===== src/rtl/mem_port_arbiter.sv =====
// Arbitrates the shared 64-bit memory port between instruction fetch and load/store.
// Default: data priority with a fetch starvation guard; define ARB_RR_EN for round-robin.
module mem_port_arbiter #(
  parameter int unsigned ADDR_W     = 32,
  parameter int unsigned STARVE_MAX = 4
) (
  input  logic              clk,
  input  logic              rst_n,
  input  logic              if_req,
  input  logic [ADDR_W-1:0] if_addr,
  output logic              if_gnt,
  output logic              if_done,
  output logic [31:0]       if_rdata,
  input  logic              dm_req,
  input  logic              dm_we,
  input  logic [ADDR_W-1:0] dm_addr,
  input  logic [63:0]       dm_wdata,
  output logic              dm_gnt,
  output logic              dm_done,
  output logic [63:0]       dm_rdata,
  output logic              mem_req,
  output logic              mem_we,
  output logic [ADDR_W-1:0] mem_addr,
  output logic [63:0]       mem_wdata,
  input  logic              mem_ack,
  input  logic [63:0]       mem_rdata
);

  typedef enum logic [1:0] {StIdle, StAccess, StResp} state_e;

  state_e            state_q, state_d;
  logic              owner_data_q, owner_data_d;
  logic [ADDR_W-1:0] addr_q, addr_d;
  logic              we_q, we_d;
  logic [63:0]       wdata_q, wdata_d;
  logic [31:0]       if_rdata_q, if_rdata_d;
  logic [63:0]       dm_rdata_q, dm_rdata_d;
  logic              arb, pick_data;

  assign arb = (state_q == StIdle) && (if_req || dm_req);

`ifdef ARB_RR_EN
  logic last_fetch_q, last_fetch_d;

  assign pick_data = dm_req && (!if_req || last_fetch_q);

  always_comb begin
    last_fetch_d = last_fetch_q;
    if (arb) last_fetch_d = !pick_data;
  end

  // Resets to "fetch last" so data takes the first contended grant.
  always_ff @(posedge clk or negedge rst_n) begin
    if (!rst_n) last_fetch_q <= 1'b1;
    else        last_fetch_q <= last_fetch_d;
  end
`else
  localparam logic [3:0] StarveMax = 4'(STARVE_MAX);
  logic [3:0] starve_q, starve_d;

  assign pick_data = dm_req && (!if_req || (starve_q != StarveMax));

  // Counts data grants that overtook a waiting fetch; any other arbitration clears it.
  always_comb begin
    starve_d = starve_q;
    if (arb) begin
      if (pick_data && if_req) starve_d = starve_q + 4'd1;
      else                     starve_d = '0;
    end
  end

  always_ff @(posedge clk or negedge rst_n) begin
    if (!rst_n) starve_q <= '0;
    else        starve_q <= starve_d;
  end
`endif

  always_comb begin
    state_d      = state_q;
    owner_data_d = owner_data_q;
    addr_d       = addr_q;
    we_d         = we_q;
    wdata_d      = wdata_q;
    if_rdata_d   = if_rdata_q;
    dm_rdata_d   = dm_rdata_q;
    unique case (state_q)
      StIdle: begin
        if (arb) begin
          state_d      = StAccess;
          owner_data_d = pick_data;
          addr_d       = pick_data ? dm_addr : if_addr;
          we_d         = pick_data && dm_we;
          wdata_d      = pick_data ? dm_wdata : '0;
        end
      end
      StAccess: begin
        if (mem_ack) begin
          state_d = StResp;
          if (!owner_data_q) if_rdata_d = addr_q[2] ? mem_rdata[63:32] : mem_rdata[31:0];
          else if (!we_q)    dm_rdata_d = mem_rdata;
        end
      end
      StResp:  state_d = StIdle;
      default: state_d = StIdle;
    endcase
  end

  always_ff @(posedge clk or negedge rst_n) begin
    if (!rst_n) begin
      state_q      <= StIdle;
      owner_data_q <= 1'b0;
      addr_q       <= '0;
      we_q         <= 1'b0;
      wdata_q      <= '0;
      if_rdata_q   <= '0;
      dm_rdata_q   <= '0;
    end else begin
      state_q      <= state_d;
      owner_data_q <= owner_data_d;
      addr_q       <= addr_d;
      we_q         <= we_d;
      wdata_q      <= wdata_d;
      if_rdata_q   <= if_rdata_d;
      dm_rdata_q   <= dm_rdata_d;
    end
  end

  // Grants are decoded from live requests, so gate them while reset is asserted.
  assign if_gnt    = rst_n && arb && !pick_data;
  assign dm_gnt    = rst_n && arb && pick_data;
  assign if_done   = (state_q == StResp) && !owner_data_q;
  assign dm_done   = (state_q == StResp) && owner_data_q;
  assign if_rdata  = if_rdata_q;
  assign dm_rdata  = dm_rdata_q;
  assign mem_req   = (state_q == StAccess);
  assign mem_we    = mem_req && we_q;
  assign mem_addr  = addr_q;
  assign mem_wdata = wdata_q;

endmodule


===== config.mk =====
export PLATFORM = sky130hd
export DESIGN_NAME = mem_port_arbiter
export DESIGN_NICKNAME = d
export VERILOG_FILES = /design/src/rtl/mem_port_arbiter.sv
export SDC_FILE = /design/constraint.sdc
export NUM_CORES = 1
export LEC_CHECK = 0
export BUFFER_PORTS_ARGS = -buffer_cell sky130_fd_sc_hd__clkbuf_2
export CORE_UTILIZATION = 30
export CTS_CLUSTER_SIZE = 20
export DETAILED_ROUTE_END_ITERATION = 8
export SYNTH_ARGS = -nofsm -noshare
export SYNTH_HDL_FRONTEND = slang
export SYNTH_SLANG_ARGS = --single-unit

===== constraint.sdc =====
create_clock -name clk -period 1.7 [get_ports clk]
set_input_delay 0.17 -clock clk [delete_from_list [all_inputs] [get_ports clk]]
set_output_delay 0.17 -clock clk [all_outputs]
set_load 0.005 [all_outputs]

== Yosys cells after proc, flatten, opt, wreduce, memory -nomap -nowiden ==
Index checks and enable logic that the tools add are counted.
Storage, ports and cells
  memory bits (writable): 0
  word-level logic and storage cells: 43
  memories kept: 0
  output and inout bits: 198
  latch bits: 0
  bits in registers: 200
  bits in read-only memories: 0
Operators by class
  bitwise logic cells: 2
  div/mod/pow operators: 0
  multiply operators: 0
  multiplexer cells: 7
  reduce and logical (&&, ||, !) cells: 20
  shifts and indexed selects: 0
  eq/ne operators: 5
  $lt $le $gt $ge: 0
  $add $sub $neg: 1
Operators with widths (number)
  32-bit two-way mux: 2
  64-bit two-way mux: 1
  1-bit logical AND: 10
  4-bit by 1-bit adder with 4-bit output (second input constant): 1
  2-bit two-way mux: 2
  4-bit two-way mux: 1
  4-bit by 3-bit != test with 1-bit output (second input constant): 1
  2-bit one-hot mux with 2 select lines: 1
  2-bit AND reduction: 2
  4-bit AND reduction: 1
  1-bit logical NOT: 3
  3-bit AND reduction: 1
  2-bit by 1-bit == test with 1-bit output (second input constant): 1
  2-bit == test (second input constant): 1
  2-bit logical NOT: 1
  1-bit logical OR: 2
  2-bit by 1-bit != test with 1-bit output (second input constant): 1
  2-bit != test (second input constant): 1
  1-bit inverter: 2

== Longest topological paths before layout ==
Gate-level depths: netlist (run 1).
  word-level depth: 5
  mapped depth: 7
  mapped depth without buffers: 5

== Least setup slack after synthesis (run 1) ==
No wires, ideal clock.
  path kind: register to output
  from: register starve_q[0]
  to: output if_gnt
  stages on the path, launching flop included: 7
  path buffers: 1
  path slack: 85 ps
  arrival time: 1445 ps
  data required time: 1530 ps
  cell sequence: dfrtp_1 -> inv_1 -> ha_1 -> nand4b_2 -> nand2_1 -> buf_2 -> nor3b_1
On the way
  word-level cells in the longest chain between the ends: 5
RTL lines
  start: declaration: line 59  | logic [3:0] starve_q, starve_d;
  start signal: assignment: line 74  | else starve_q <= starve_d;
  4-bit by 3-bit != test with 1-bit output: line 61  | assign pick_data = dm_req && (!if_req || (starve_q != StarveMax));
  1-bit logical OR: line 61
  1-bit logical AND: line 61
  1-bit logical NOT: line 129  | assign if_gnt = rst_n && arb && !pick_data;
  1-bit logical AND: line 129
  end: declaration: line 11  | output logic if_gnt,
No other way between the ends.

== Worst setup path after layout (run 1) ==
Ends and elaborated chain as after synthesis.

==> impl_results.md, run 1 <==
* Portion of synthesized cell area occupied by the leading cell type at 0.570
* Final-layout fill cell count at 2694
* Adder-cell share of the synthesized area at 0.00285
* PortBufs at 395
* Final count of negative-setup-slack endpoints at 34
* Cell types occupying the most area after synthesis: sky130_fd_sc_hd__dfrtp_1 (57%), sky130_fd_sc_hd__mux2_1 (8.2%), sky130_fd_sc_hd__o21ai_0 (6.1%)
* Clock-pin slew on the worst setup and hold paths at 0.08 ns
* Data required, critical path at 1.53 ns
* Post-DP Area at 0.0113 mm^2
* Post-detailed-route DRC marker count at 0
* CP Capture Type: output pin
* Syn_area_per_cell at 11.4 um^2
* Commonest non-fill, non-tap cell in the layout: sky130_fd_sc_hd__clkbuf_2
* WS Path Type: reg2out
* Fin crit period at 1.77 ns
* Buffer levels on the longest clock path at 2
* Area of all placed cells without fillers at 0.0135 mm^2
* Post-Synthesis Net Count at 970
* DIE AREA at 0.0300 mm^2
* Fraction of layout instances using a drive strength above 1 at 0.386
* Worst path slowest cell: sky130_fd_sc_hd__dfrtp_1
* Worst clock skew at 0.0161 ns
* Initial detailed-routing violation count at 514
* Core Region at 0.0288 mm^2
* Hold Startpoint: mem_rdata[46]
* Compound-cell area share of the yosys netlist at 0.137
* Commonest non-fill, non-tap cells in the layout: sky130_fd_sc_hd__clkbuf_2 (391), sky130_fd_sc_hd__dfrtp_1 (199), sky130_fd_sc_hd__dlygate4sd3_1 (122)
* Number of global-route vias before repair at 8385
* Worst-path maximum fanout at 4
* Final Non-Filler Cells at 1672
* Worst IR drop on VDD at 0.000666 V
* Setup repair after global routing missed its margin: yes
* Number of clock sinks seen by CTS at 200
* Failing checks: negative setup slack
* Post-route fraction of the period consumed by the critical path at 1.04
* Final worst setup slack at -0.0722 ns
* LEAKAGE at 0.00662 uW
* # placed instances at 1500
* Post-synth cell types at 34
* Mux share of post-synthesis cell area at 0.119
* Fraction of the yosys area taken by sequential cells at 0.570
* Maximum level of the CTS H-tree at 4
* Number of core rows at 62
* Number of flip-flops and latches in the synthesized netlist at 200
* Detail-routed via count per cell at 5.01
* TritonCTS buffer count at 17
* Count of antenna-violating nets left after detailed routing at 0
* CP top delay family: simple AND/OR/NAND/NOR gates
* Layout overhead on the synthesized area at 53.5%
* Maximum clock rate at 564 MHz
* Cell Pwr Density at 1600 mW/mm^2
* Number of buffer and inverter instances along the worst setup path at 2
* First-pass GRT wire length at 45600 um
* Antenna violations before repair at 0
* Final hold vios at 0
* Number of top-level design ports at 396
* Cell chain of the critical path: inv_2 > ha_4 > nand4b_4 > nand2_4 > nor3b_2 > buf_2
* Cell type contributing the most total cell area after synthesis: sky130_fd_sc_hd__dfrtp_1
* Remaining Overflow, GRT at 0
* Multi-input gate area in the final layout at 0.00348 mm^2
* Register area at 0.00501 mm^2
* Post-Synth Simple-Gate Area at 0.125
* FF-to-FF Start: starve_q[0]$_DFFE_PN0P_
* Routed wirelength normalized by instance count at 17.9 um
* Synth warn at 0
* Total via count in the routed design at 8378
* Final RePlAce weighted congestion at 0.784
* Xor and xnor fraction of the mapped netlist area at 0
* Final number of max-transition violations at 0
* Post-Place Worst Slack at 0.0361 ns
* CTS tree: yes
* Synthesized cell area at 0.00878 mm^2
* Initial core utilization at 0.305
* Worst max-slew margin expressed relative to the limit at 0.590
* Net total in the final layout at 1475
* Outcome: complete, but fails checks
* Largest family of logic cells by synthesized area: compound AO/OA/AOI/OAI gates
* Clock network latency to the later pin of the worst-skew pair at 0.43 ns
* Worst setup startpoint: starve_q[0]$_DFFE_PN0P_
* Post-layout utilization of the core at 0.469
* Worst min-delay path category: in2reg
* # diodes at 0
* Max-capacitance violation count at 0
* Biggest cell delay along the critical path at 0.39 ns
* Horiz. Die Dim at 173 um
* CP Data Arrival Time at 1.60 ns
* DIE HEIGHT at 173 um
* Startpoint type of the worst setup path: flip-flop
* Largest net degree at the start of global routing at 103
* Worst-Margin Slew at 0.615 ns
* Post-Syn Instances at 770
* Drt pass-1 iters at 5
* Root buffer selected by CTS: sky130_fd_sc_hd__clkbuf_16
* Dpl hpwl at 18700 um
* Post-Route WL at 30000 um
* Global-route total usage across every layer at 0.190
flip-flops by register name, indices dropped and copies added (netlist names):
register,cells
dm_rdata,64
mem_wdata,64
if_rdata,32
mem_addr,32
starve_q,4
state_q,2
owner_data_q,1
we_q,1
Yosys cell counts:
master                      instances
sky130_fd_sc_hd__nor3b_1            2
sky130_fd_sc_hd__clkbuf_1          42
sky130_fd_sc_hd__mux2i_1           32
sky130_fd_sc_hd__nor2_1            33
sky130_fd_sc_hd__buf_2             21
sky130_fd_sc_hd__and4_1            32
sky130_fd_sc_hd__nor2_2             1
sky130_fd_sc_hd__dfrtp_1          200
sky130_fd_sc_hd__nor2b_2            1
sky130_fd_sc_hd__and2_1             2
sky130_fd_sc_hd__nand2_1            2
sky130_fd_sc_hd__and3b_1            2
sky130_fd_sc_hd__o2bb2ai_1          2
sky130_fd_sc_hd__buf_1              4
sky130_fd_sc_hd__a221o_1           32
sky130_fd_sc_hd__o311ai_0           2
sky130_fd_sc_hd__nand2_2            1
sky130_fd_sc_hd__a21oi_1           32
sky130_fd_sc_hd__o21ai_1           30
sky130_fd_sc_hd__ha_1               2
sky130_fd_sc_hd__and3_1            33
sky130_fd_sc_hd__and4b_1            1
sky130_fd_sc_hd__nand4_1            2
sky130_fd_sc_hd__o21ai_0          107
sky130_fd_sc_hd__nand2b_1           2
sky130_fd_sc_hd__nor4bb_1           1
sky130_fd_sc_hd__or2_1              2
sky130_fd_sc_hd__buf_6             11
sky130_fd_sc_hd__inv_1              4
sky130_fd_sc_hd__nand4b_2           1
sky130_fd_sc_hd__nor3_1             1
sky130_fd_sc_hd__nand3_1           65
sky130_fd_sc_hd__nand3b_1           1
sky130_fd_sc_hd__mux2_1            64
worst paths after layout:
check / end / slack (ns) / cells past startpoint
worst max-delay path: if_gnt / -0.07 / 6
worst min-delay path: dm_rdata[46]$_DFFE_PN0P_ / 0.02 / 2
worst max register to register: mem_addr[24]$_DFFE_PN0P_ / -0.05 / 8
worst min register to register: dm_rdata[57]$_DFFE_PN0P_ / 0.49 / 1
max in group asynchronous: if_rdata[25]$_DFFE_PN0P_ / 0.80 / 3
min in group asynchronous: mem_wdata[15]$_DFFE_PN0P_ / 0.35 / 3
routing by layer:
metal	up-vias	share of wire	GRT usage
li1	3849	-	-
met3	35	0.066	0.0420
met2	385	0.50	0.321
met1	4109	0.41	0.237
met5	-	0	0
met4	0	0.018	0.0678
power by group:
group / switching, uW / leakage [uW] / total [uW] / internal [uW]
Clock: 2110 / 0.000295 / 4240 / 2130
Sequential: 1360 / 0.00245 / 8480 / 7110
Combinational: 4340 / 0.00388 / 8820 / 4480
through the flow:
stage | hold WS (ns) | power, uW | TNS (ns)
2_1_floorplan | -0.126 | 12300 | 0
3_3_place_gp | 0.329 | 16400 | 0
3_5_place_dp | 0.316 | 16600 | 0
4_1_cts | 0.00163 | 21300 | -0.179
5_1_grt | 0.00270 | 23000 | -3.87
6_report | 0.0243 | 21500 | -1.21
layout make-up:
class / instances / area share
clock buffer: 18 / 0.0318
clock inverter: 14 / 0.0133
inverter: 4 / 0.00111
multi-input combinational: 488 / 0.258
sequential: 200 / 0.371
tap: 384 / 0.0356
timing repair buffer: 564 / 0.289
cell families (layout without fill, tap and decap cells):
logic type	after synthesis	after routing
compound gates	205	205
fa+ha+maj	2	2
buf+inv	82	600
flops	200	200
mux	96	96
simple gates	185	185
repair_timing:
action                                 4_1_cts  5_1_grt
setup buffers                                7        2
pin swaps                                    4        2
gates cloned                                 0       10
setup endpoints to repair                    2      115
hold buffers                               121        1
gates resized for setup                     10       41
endpoints found under the hold margin      321        1
(Power assumes the default switching activity.)
==> inputs of run 2 (changes only) <==
--- a/config.mk
+++ b/config.mk
@@ -9,6 +9,7 @@
 export CORE_UTILIZATION = 30
 export CTS_CLUSTER_SIZE = 20
 export DETAILED_ROUTE_END_ITERATION = 8
+export MAX_ROUTING_LAYER = met4
 export SYNTH_ARGS = -nofsm -noshare
 export SYNTH_HDL_FRONTEND = slang
 export SYNTH_SLANG_ARGS = --single-unit
==> impl_results.md, run 2 (synthesized netlist as in run 1, its figures left out) <==
* Outcome: complete, but fails checks (unchanged)
* Failing checks: negative setup slack (unchanged)
* Maximum clock rate at 563 MHz (was 564 MHz)
* Number of core rows at 62 (unchanged)
* # diodes at 0 (unchanged)
* Maximum level of the CTS H-tree at 4 (unchanged)
* CP Capture Type: output pin (unchanged)
* Wire length on met1 at 12400 um (about the same)
* Core Region at 0.0288 mm^2 (unchanged)
* Slack of the worst reg-to-reg path at -0.05 ns (about the same)
* Fraction of layout instances using a drive strength above 1 at 0.383 (was 0.386)
* Startpoint type of the worst setup path: flip-flop (unchanged)
* CP Data Arrival Time at 1.60 ns (about the same)
* TritonCTS buffer count at 17 (unchanged)
* CTS tree: yes (unchanged)
* Post-layout utilization of the core at 0.467 (was 0.469)
* Setup repair after global routing missed its margin: yes (unchanged)
* Number of clock sinks seen by CTS at 200 (unchanged)
* Met2 layer wire length in the routed design at 14900 um (was 15100 um)
* Topmost layer with routed signal wires: met4 (unchanged)
* Final number of max-transition violations at 0 (unchanged)
* Final count of negative-setup-slack endpoints at 34 (unchanged)
* First-pass GRT wire length at 45600 um (about the same)
* Clock network latency to the later pin of the worst-skew pair at 0.43 ns (about the same)
* Number of buffer and inverter instances along the worst setup path at 2 (unchanged)
* Commonest non-fill, non-tap cells in the layout: sky130_fd_sc_hd__clkbuf_2 (391), sky130_fd_sc_hd__dfrtp_1 (199), sky130_fd_sc_hd__dlygate4sd3_1 (122) (unchanged)
* Worst-path maximum fanout at 4 (unchanged)
* Total via count in the routed design at 8379 (was 8378)
* Number of global-route vias before repair at 8385 (unchanged)
* Horiz. Die Dim at 173 um (unchanged)
* Capturing point of the worst reg2reg path: mem_addr[24]$_DFFE_PN0P_ (unchanged)
* Cell chain of the critical path: inv_2 > ha_4 > nand4b_4 > nand2_4 > nor3b_2 > buf_2 (unchanged)
* Largest net degree at the start of global routing at 103 (unchanged)
* Post-Place Worst Slack at 0.0361 ns (unchanged)
* Post-Route WL at 29800 um (was 30000 um)
* Hold endpoint: we_q$_DFFE_PN0P_ (was dm_rdata[46]$_DFFE_PN0P_)
* Data required, critical path at 1.53 ns (about the same)
* Layout overhead on the synthesized area at 53.2% (was 53.5%)
* Global-route total usage across every layer at 0.195 (was 0.190)
* Share of total power in sequential cells at 0.395 (was 0.394)
* Net total in the final layout at 1474 (was 1475)
* Post-route fraction of the period consumed by the critical path at 1.04 (about the same)
* Worst max-slew margin expressed relative to the limit at 0.594 (was 0.590)
* Design internal power at 13700 uW (about the same)
* Number of top-level design ports at 396 (unchanged)
* Final worst setup slack at -0.0748 ns (was -0.0722 ns)
* Detail-routed via count per cell at 5.01 (about the same)
* Worst clock skew at 0.0169 ns (was 0.0161 ns)
* Fin crit period at 1.77 ns (about the same)
* WS Path Type: reg2out (unchanged)
* Initial detailed-routing violation count at 512 (was 514)
* CP top delay family: simple AND/OR/NAND/NOR gates (unchanged)
* Clock-pin slew on the worst setup and hold paths at 0.08 ns (about the same)
* Dpl hpwl at 18700 um (unchanged)
* DIE AREA at 0.0300 mm^2 (unchanged)
* Worst IR drop on VDD at 0.000653 V (was 0.000666 V)
* Net Sw Frac at 0.362 (was 0.363)
* PortBufs at 395 (unchanged)
* Power share of the clock group at 0.197 (about the same)
* Max-capacitance violation count at 0 (unchanged)
* Commonest non-fill, non-tap cell in the layout: sky130_fd_sc_hd__clkbuf_2 (unchanged)
* Buffer levels on the longest clock path at 2 (unchanged)
* Share of total power in combinational logic at 0.408 (was 0.410)
* Post-detailed-route DRC marker count at 0 (unchanged)
* DIE HEIGHT at 173 um (unchanged)
* Drt pass-1 iters at 5 (unchanged)
* Worst-Margin Slew at 0.609 ns (was 0.615 ns)
* Root buffer selected by CTS: sky130_fd_sc_hd__clkbuf_16 (unchanged)
* Switching power at 7780 uW (was 7810 uW)
* Worst path slowest cell: sky130_fd_sc_hd__dfrtp_1 (unchanged)
* Final hold vios at 0 (unchanged)
* Worst min-delay path category: in2reg (unchanged)
* Final RePlAce weighted congestion at 0.796 (was 0.784)
* Cell Pwr Density at 1590 mW/mm^2 (was 1600 mW/mm^2)
* Detailed-routed wire length on met3 at 1840 um (was 1970 um)
* Hold Startpoint: dm_we (was mem_rdata[46])
* Remaining Overflow, GRT at 0 (unchanged)
* Initial core utilization at 0.305 (unchanged)
* Count of antenna-violating nets left after detailed routing at 0 (unchanged)
* FF-to-FF Start: starve_q[0]$_DFFE_PN0P_ (unchanged)
* Biggest cell delay along the critical path at 0.39 ns (about the same)
* Routed wirelength normalized by instance count at 17.8 um (was 17.9 um)
* Count of cells along the worst hold path at 3 (was 2)
* LEAKAGE at 0.00661 uW (was 0.00662 uW)
* Worst-case reg-to-reg path depth at 8 (unchanged)
* Antenna violations before repair at 0 (unchanged)
==> run 2: changes by cell type in the layout (fill, tap and decap cells not counted), sizes merged <==
cell	delta
buf	-1
==> run 2: what timing repair did <==
item | 4_1_cts | 5_1_grt
pin swaps | 4 | 2
cloned | 0 | 8
buffers inserted | 7 | 3
resized for setup | 10 | 37
endpoints found under the setup margin | 2 | 115
hold endpoints to repair | 321 | 1
hold buffers | 121 | 1
==> run 2: power by group through the flow <==
stage	Combinational, uW	Sequential [uW]	Clock (uW)
global route	9580	8770	4540
CTS	8450	8450	4380
global placement	7910	8460	0
floorplan	3830	8510	0
finish	8760	8470	4230
detailed placement	8050	8510	0
==> run 2: area by class of cell <==
| class | instances | area (um^2) |
|---|---|---|
| fillers | 2707 | 15300 |
| flip-flops and latches | 200 | 5010 |
| repair buffers | 563 | 3870 |
| multi-input cells | 488 | 3470 |
| well taps | 384 | 480 |
| clock buffers | 18 | 429 |
| clock inverters | 14 | 179 |
| inverters | 4 | 15.0 |
==> run 2: per-stage QoR <==
stage | TNS (ns) | instance area (um^2) | hold WS (ns) | cells | total power [uW]
6_report | -1.18 | 13500 | 0.00898 | 1671 | 21500
5_1_grt | -3.60 | 13500 | 0.00308 | 1671 | 22900
4_1_cts | -0.179 | 13200 | 0.00163 | 1659 | 21300
3_5_place_dp | 0 | 11300 | 0.316 | 1500 | 16600
3_3_place_gp | 0 | 11300 | 0.329 | 1500 | 16400
2_1_floorplan | 0 | 8780 | -0.126 | 770 | 12300
==> run 2: worst max path at each step <==
stage	startpoint	end	slack (ns)	cells after the start
after global placement	state_q[0]$_DFFE_PN0P_	mem_addr[27]$_DFFE_PN0P_	0.07	5
after floorplan	starve_q[0]$_DFFE_PN0P_	if_gnt	0.09	6
after detailed placement	state_q[0]$_DFFE_PN0P_	mem_wdata[63]$_DFFE_PN0P_	0.04	6
after CTS	starve_q[0]$_DFFE_PN0P_	if_gnt	-0.09	6
after global routing	starve_q[1]$_DFFE_PN0P_	if_gnt	-0.15	6
final	starve_q[0]$_DFFE_PN0P_	if_gnt	-0.07	6
==> run 2: metal layers <==
metal | up-vias | global-route usage
met2 | 372 | 0.322
met4 | 0 | 0.0678
met5 | - | -
li1 | 3842 | -
met3 | 37 | 0.0361
met1 | 4128 | 0.241
==> run 2: worst min-delay path: cells and delay by family <==
family	cells	cell delay, ns
buffers and inverters	1	0.08
AO/OA/AOI/OAI	1	0.06
AND/OR/NAND/NOR	1	0.09
